<file path="config.mk">
export PLATFORM = sky130hd
export DESIGN_NAME = ram8_flat
export DESIGN_NICKNAME = d
export VERILOG_FILES = /design/src/rtl/ram8_pkg.sv /design/src/rtl/ram8_if.sv /design/src/rtl/ram8_register16.sv /design/src/rtl/ram8.sv /design/src/flat_wrapper.sv
export SDC_FILE = /design/constraint.sdc
export NUM_CORES = 1
export LEC_CHECK = 0
export CAP_MARGIN = 15
export CORE_UTILIZATION = 35
export CTS_CLUSTER_DIAMETER = 30
export DETAILED_ROUTE_END_ITERATION = 8
export PLACE_DENSITY = 0.6
export RECOVER_POWER = 25
export SLEW_MARGIN = 20
export SYNTH_ARGS = -nofsm -noshare
export SYNTH_HDL_FRONTEND = slang
export SYNTH_HIERARCHICAL = 1
export SYNTH_SLANG_ARGS = --single-unit
</file>
<file path="constraint.sdc">
create_clock -name clk -period 7.2 [get_ports clk]
set_input_delay 2.16 -clock clk [delete_from_list [all_inputs] [get_ports clk]]
set_output_delay 2.16 -clock clk [all_outputs]
set_load 0.02 [all_outputs]
</file>
<file path="src/rtl/ram8_pkg.sv">
// Shared constants and helpers for the eight-word RAM.
package ram8_pkg;
    localparam int WIDTH  = 16;
    localparam int DEPTH  = 8;
    localparam int ADDR_W = 3;
    localparam int CNT_W  = 4;
    localparam logic [CNT_W-1:0] CNT_FULL = 4'd8;

    function automatic logic [CNT_W-1:0] popcount(input logic [DEPTH-1:0] v);
        logic [CNT_W-1:0] c;
        c = {CNT_W{1'b0}};
        for (int i = 0; i < DEPTH; i++) begin
            c = c + {{(CNT_W-1){1'b0}}, v[i]};
        end
        return c;
    endfunction
endpackage

</file>
<file path="src/rtl/ram8_if.sv">
// Data/address/status bundle between a RAM user (master) and ram8 (slave).
interface ram8_if #(parameter int WIDTH = ram8_pkg::WIDTH);
    import ram8_pkg::*;

    logic [WIDTH-1:0]  in;
    logic              load;
    logic [ADDR_W-1:0] address;
    logic [WIDTH-1:0]  out;
    logic [CNT_W-1:0]  busy_cnt;
    logic              full;

    modport master (output in, load, address, input out, busy_cnt, full);
    modport slave  (input in, load, address, output out, busy_cnt, full);
endinterface

</file>
<file path="src/rtl/ram8_register16.sv">
// One storage word: loadable register with synchronous clear.
module register16 #(
    parameter int WIDTH = ram8_pkg::WIDTH
) (
    input  logic             clk,
    input  logic             reset,
    input  logic             load,
    input  logic [WIDTH-1:0] in,
    output logic [WIDTH-1:0] out
);

    // Word update: clear has priority over load
    always_ff @(posedge clk) begin
        if (reset) begin
            out <= {WIDTH{1'b0}};
        end else if (load) begin
            out <= in;
        end else begin
            out <= out;
        end
    end

endmodule

</file>
<file path="src/rtl/ram8.sv">
// Eight-word RAM with combinational read and a saturating count of words written.
module ram8 #(
    parameter int WIDTH = ram8_pkg::WIDTH,
    parameter int DEPTH = ram8_pkg::DEPTH
) (
    input  logic  clk,
    input  logic  reset,
    ram8_if.slave bus
);
    import ram8_pkg::*;

    logic [DEPTH-1:0] we_s;
    logic [WIDTH-1:0] word_s [DEPTH];
    logic [DEPTH-1:0] written_r;
    logic [CNT_W-1:0] busy_cnt_r;
    logic             full_r;

    // One-hot write enable decode
    always_comb begin
        we_s = {DEPTH{1'b0}};
        if (bus.load) begin
            we_s[bus.address] = 1'b1;
        end else begin
            we_s = {DEPTH{1'b0}};
        end
    end

    for (genvar g = 0; g < DEPTH; g++) begin : g_word
        register16 #(.WIDTH(WIDTH)) u_word (
            .clk   (clk),
            .reset (reset),
            .load  (we_s[g]),
            .in    (bus.in),
            .out   (word_s[g])
        );
    end

    // Read mux: zero latency, no bypass of write data
    always_comb begin
        bus.out = word_s[bus.address];
    end

    // Written flags and status; the count samples the flags, so it lags a write by one edge
    always_ff @(posedge clk) begin
        if (reset) begin
            written_r  <= {DEPTH{1'b0}};
            busy_cnt_r <= {CNT_W{1'b0}};
            full_r     <= 1'b0;
        end else begin
            written_r  <= written_r | we_s;
            busy_cnt_r <= popcount(written_r);
            full_r     <= (popcount(written_r) == CNT_FULL);
        end
    end

    assign bus.busy_cnt = busy_cnt_r;
    assign bus.full     = full_r;

endmodule

</file>
<file path="src/flat_wrapper.sv">
// flat-port wrapper written by rule: the top's interface ports become plain ports
module ram8_flat import ram8_pkg::*;
#(
    parameter int WIDTH = ram8_pkg::WIDTH,
    parameter int DEPTH = ram8_pkg::DEPTH
)
  (clk, reset, bus_in, bus_load, bus_address, bus_out, bus_busy_cnt, bus_full);
  ram8_if #(.WIDTH(WIDTH)) bus_i ();
  input  logic clk;
  input  logic reset;
  input wire logic [$bits(bus_i.in)-1:0] bus_in;
  input wire logic [$bits(bus_i.load)-1:0] bus_load;
  input wire logic [$bits(bus_i.address)-1:0] bus_address;
  output wire logic [$bits(bus_i.out)-1:0] bus_out;
  output wire logic [$bits(bus_i.busy_cnt)-1:0] bus_busy_cnt;
  output wire logic [$bits(bus_i.full)-1:0] bus_full;
  assign bus_i.in = bus_in;
  assign bus_i.load = bus_load;
  assign bus_i.address = bus_address;
  assign bus_out = bus_i.out;
  assign bus_busy_cnt = bus_i.busy_cnt;
  assign bus_full = bus_i.full;
  ram8 #(.WIDTH(WIDTH), .DEPTH(DEPTH)) u_core (.clk(clk), .reset(reset), .bus(bus_i));
endmodule
</file>
### After elaboration in Yosys (flattened, before gate mapping)

Cells that the tools add are included.
Widths: inputs -> output; s select.

* register bits after elaboration: 141
* input bits: 22
* word-level logic and storage cells: 31
* output and inout bits: 21

* equality and inequality tests: 1
* bitwise logic cells: 2
* mux-type cells: 6
* $lt $le $gt $ge: 3
* reduce and logical (&&, ||, !) cells: 1
* $add $sub $neg: 7

Operator list (count)
* $bmux 16 s3: 1
* $mux 16: 2
* $add 4x1->4: 6
* $mux 8: 1
* $or 8x8->8: 1
* $eq 4x4->1 const B: 1
* $ge 4x4->1 const B: 1
* $lt 3x4->1 const B: 1
* $not 3->4: 1
* $demux 1 s3: 1
* $ge 3x1->1 const B: 1
* $add 1x1->2: 1
* $logic_and 1x1->1: 1
* $mux 1: 1

### Logic depth before layout (Yosys ltp)

* word-level depth: 8
* gate-level depth with buffers: 10
* gate-level depth less buffers: 10

### By module

Netlist, hierarchy kept.

Modules (own cells, without submodules)
* register16: times used 8, area an instance 580.6 um2, cells an instance 52, seq. area each 320.3 um2
* ram8: times used 1, area an instance 1662.8 um2, cells an instance 125, seq. area each 260.2 um2

### Least setup slack after synthesis

No wires, ideal clock.

* path type: input to output
* start: input port bus_address[0]
* end: output port bus_out[0]
* cell stages on the path: 3
* required time: 5.040 ns
* setup slack: 1.886 ns
* arrival time: 3.154 ns
* buffers on the path: 1
* cells stage by stage: buf_6 > mux4_1 > mux2_2

* cells in the longest elaborated chain, start to end: 4

Ends and longest elaborated chain
* start: declaration: RTL line flat_wrapper.sv:13 `input wire logic [$bits(bus_i.address)-1:0] bus_address;`
* $not 3->4 (not written as such): RTL line ram8.sv:40 `bus.out = word_s[bus.address];`
* $bmux 16 s3: RTL line ram8.sv:40
* $mux 16 (not written as such) (2 in series): RTL line ram8.sv:40
* end: declaration: RTL line flat_wrapper.sv:14 `output wire logic [$bits(bus_i.out)-1:0] bus_out;`

No other way between the ends. The select of a mux whose other input is x is not followed.

### Worst setup path after layout

Ends and elaborated chain as after synthesis.

==> impl_metrics.json <==
{
  "cp_max_fo": 24,
  "postCtsHoldBufs": 0,
  "nFillCells": 1626,
  "min_path_cells": 2,
  "ant_nets": 0,
  "fin_tns_setup_ps": 0,
  "drv_slew": 104,
  "clkTransAtPathRegs_ps": 60,
  "hold_end": "u_core/written_r[2]",
  "placed_area_sq_um": 6670,
  "hpwl_microns": 7850,
  "routabilityCongestion": 0.682,
  "yosysSeqAreaShare_pct": 44.8,
  "cts_made_buffers": 17,
  "io_buffers": 42,
  "grt-ovfl-total": 0,
  "hold_path.class": "flip-flop to flip-flop",
  "die_y_microns": 136,
  "r2r_setup_slack_ps": 3920,
  "violations": "capacitance limit, slew limit",
  "coreArea_sq_um": 17500,
  "cts-root-buf": "clkbuf_16",
  "slew_headroom_pct": -195,
  "synth-main-ff-cell": "dfxtp_1",
  "cts_setup_buffers": 0,
  "required_ps": 5040,
  "fp-row-count": 48,
  "crit_path_start_kind": "primary input",
  "synthTopCellsByArea": "dfxtp_1 (45%), mux2i_1 (20%), nor2_1 (7.7%)",
  "synth_nets": 570,
  "cts_resized": 0,
  "grt_pass1_wl_microns": 22000,
  "setup_violations": 0,
  "final_area_sq_um": 7270,
  "fmax_mhz": 154,
  "worstMarginPinSlew_ps": 4420,
  "insertion_delay_ps": 410,
  "cts_tree": "built",
  "synth_commonest_cells": "dfxtp_1 (141), nor2_1 (130), mux2i_1 (128), inv_1 (22), mux4_1 (18)",
  "synth_largest_area_cell": "dfxtp_1",
  "dr_total_vias": 3971,
  "power.density_nw_per_um2": 252,
  "first_pass_iters": 4,
  "synth-edff-count": 0,
  "r2r-start": "u_core/written_r[0]",
  "chipWidth_microns": 136,
  "path_class": "primary input to output port",
  "worstHoldStart": "u_core/written_r[2]",
  "r2r_end": "u_core/bus.full",
  "synth_top_cell_area_share_pct": 44.8,
  "leakagePower_nw": 2.68,
  "status": "complete, but fails checks",
  "clock-skew-final_ps": 2.08,
  "r2r_cells": 10,
  "io_pins": 43,
  "finalHoldViolations": 0,
  "drt-total-wl_microns": 13600,
  "dieArea_sq_um": 18600,
  "grt_max_degree": 104,
  "async_flop_share_pct": 0,
  "initial_core_util_pct": 36.1,
  "synth.yosys.warnings": 6,
  "netlist_area_sq_um": 6310,
  "period_minus_slack_ps": 6490,
  "cts.sinks": 141,
  "grt_use_total_pct": 15.8,
  "syn_inst": 541,
  "clockBufferDepth": 2,
  "antenna_found_initial": 0,
  "drive_above_1_share_pct": 11.1,
  "cp.arrival_ps": 4330,
  "fin_crit_sh_pct": 90.1,
  "drc_errors": 0,
  "grt_pass1_vias": 4168,
  "syn_area_per_cell_sq_um": 11.7,
  "avgRoutedWirePerCell_microns": 17.0,
  "first_iter_violations": 174,
  "antenna_cells": 0,
  "ys_seq_elements": 141,
  "h-tree-depth": 4,
  "cp-end-kind": "output port",
  "ir_worst_vdd_uv": 188,
  "synth.most_common_cell": "dfxtp_1",
  "drv_cap": 1,
  "viasPerCell": 4.96,
  "fin_nets": 592,
  "area_growth_pct": 15.2,
  "rsz0062_at_grt": "no",
  "yosysUniqueCellTypes": 24
}
==> where the power goes <==
| part | switching, mW | internal [mW] |
|---|---|---|
| Sequential | 0.00822 | 0.799 |
| Combinational | 0.0733 | 0.0592 |
| Clock | 0.327 | 0.562 |
==> worst max-delay path, stage by stage <==
cell	delay, ps
buf_2	470
buf_12	280
mux4_1	560
mux2_2	290
clkdlybuf4s50_1	540
==> sequential cells by signal, summed over array words and instances (netlist names) <==
register                  cells
u_core/written_r              8
u_core/g_word.u_word/out    128
u_core/bus.busy_cnt           4
u_core/bus.full               1
==> metrics by stage <==
stage               utilization, %  power [mW]  setup slack (ps)  instances  hold slack [ps]
floorplan                        -       0.914              1890        541              430
global placement              38.2       0.953               666        769              445
detailed placement            38.2       0.958               672        769              443
CTS                           41.6        1.85               662        801              453
global route                  41.6        1.89               618        801              493
finish                        41.6        1.83               711        801              453
==> layout by cell type (no fill, tap or decap), drive strengths merged, types with 3 or more instances in the layout <==
master,netlist,final
clkbuf,2,24
dfxtp,141,141
nand4bb,3,3
a21oi,9,9
inv,22,20
nor2,130,130
fa,4,4
dlygate4sd3,0,6
ha,3,3
bufinv,0,3
clkinv,0,5
mux2,16,16
nand4b,3,3
mux2i,128,128
clkdlybuf4s50,0,34
mux4,32,32
clkinvlp,0,4
buf,41,4
==> cell families after synthesis <==
family	Yosys count	share of synthesized area [%]
adders and majority gates	7	1.86
DFF	141	44.8
and+or+nand+nor	142	9.44
xor gates and xnor gates	1	0.139
muxes	176	35.7
buffers and inverters	65	7.42
AOI/OAI and AO/OA	9	0.714
==> worst max path at each step <==
stage,from,cells past startpoint,slack [ps],endpoint
finish,bus_address[0],5,710,bus_out[0]
global route,bus_address[0],5,620,bus_out[0]
CTS,bus_address[0],5,660,bus_out[0]
detailed placement,bus_address[0],5,670,bus_out[0]
global placement,bus_address[0],5,670,bus_out[0]
floorplan,bus_address[0],3,1890,bus_out[0]
==> cell type report <==
| type | count | area (sq um) | share of cell area [%] |
|---|---|---|---|
| timing repair buffer | 46 | 462 | 6.35 |
| inverter | 22 | 82.6 | 1.14 |
| tap | 225 | 282 | 3.87 |
| clock inverter | 10 | 139 | 1.91 |
| sequential | 141 | 2820 | 38.8 |
| multi-input combinational | 335 | 3020 | 41.5 |
| clock buffer | 22 | 464 | 6.39 |
==> metal layers <==
layer,track usage [%],part of all wire (%)
met5,0,0
met4,7.16,1.6
met3,2.98,2.0
met2,26.2,49
met1,19.9,48
Note: power is estimated with default switching activity, not from simulation.
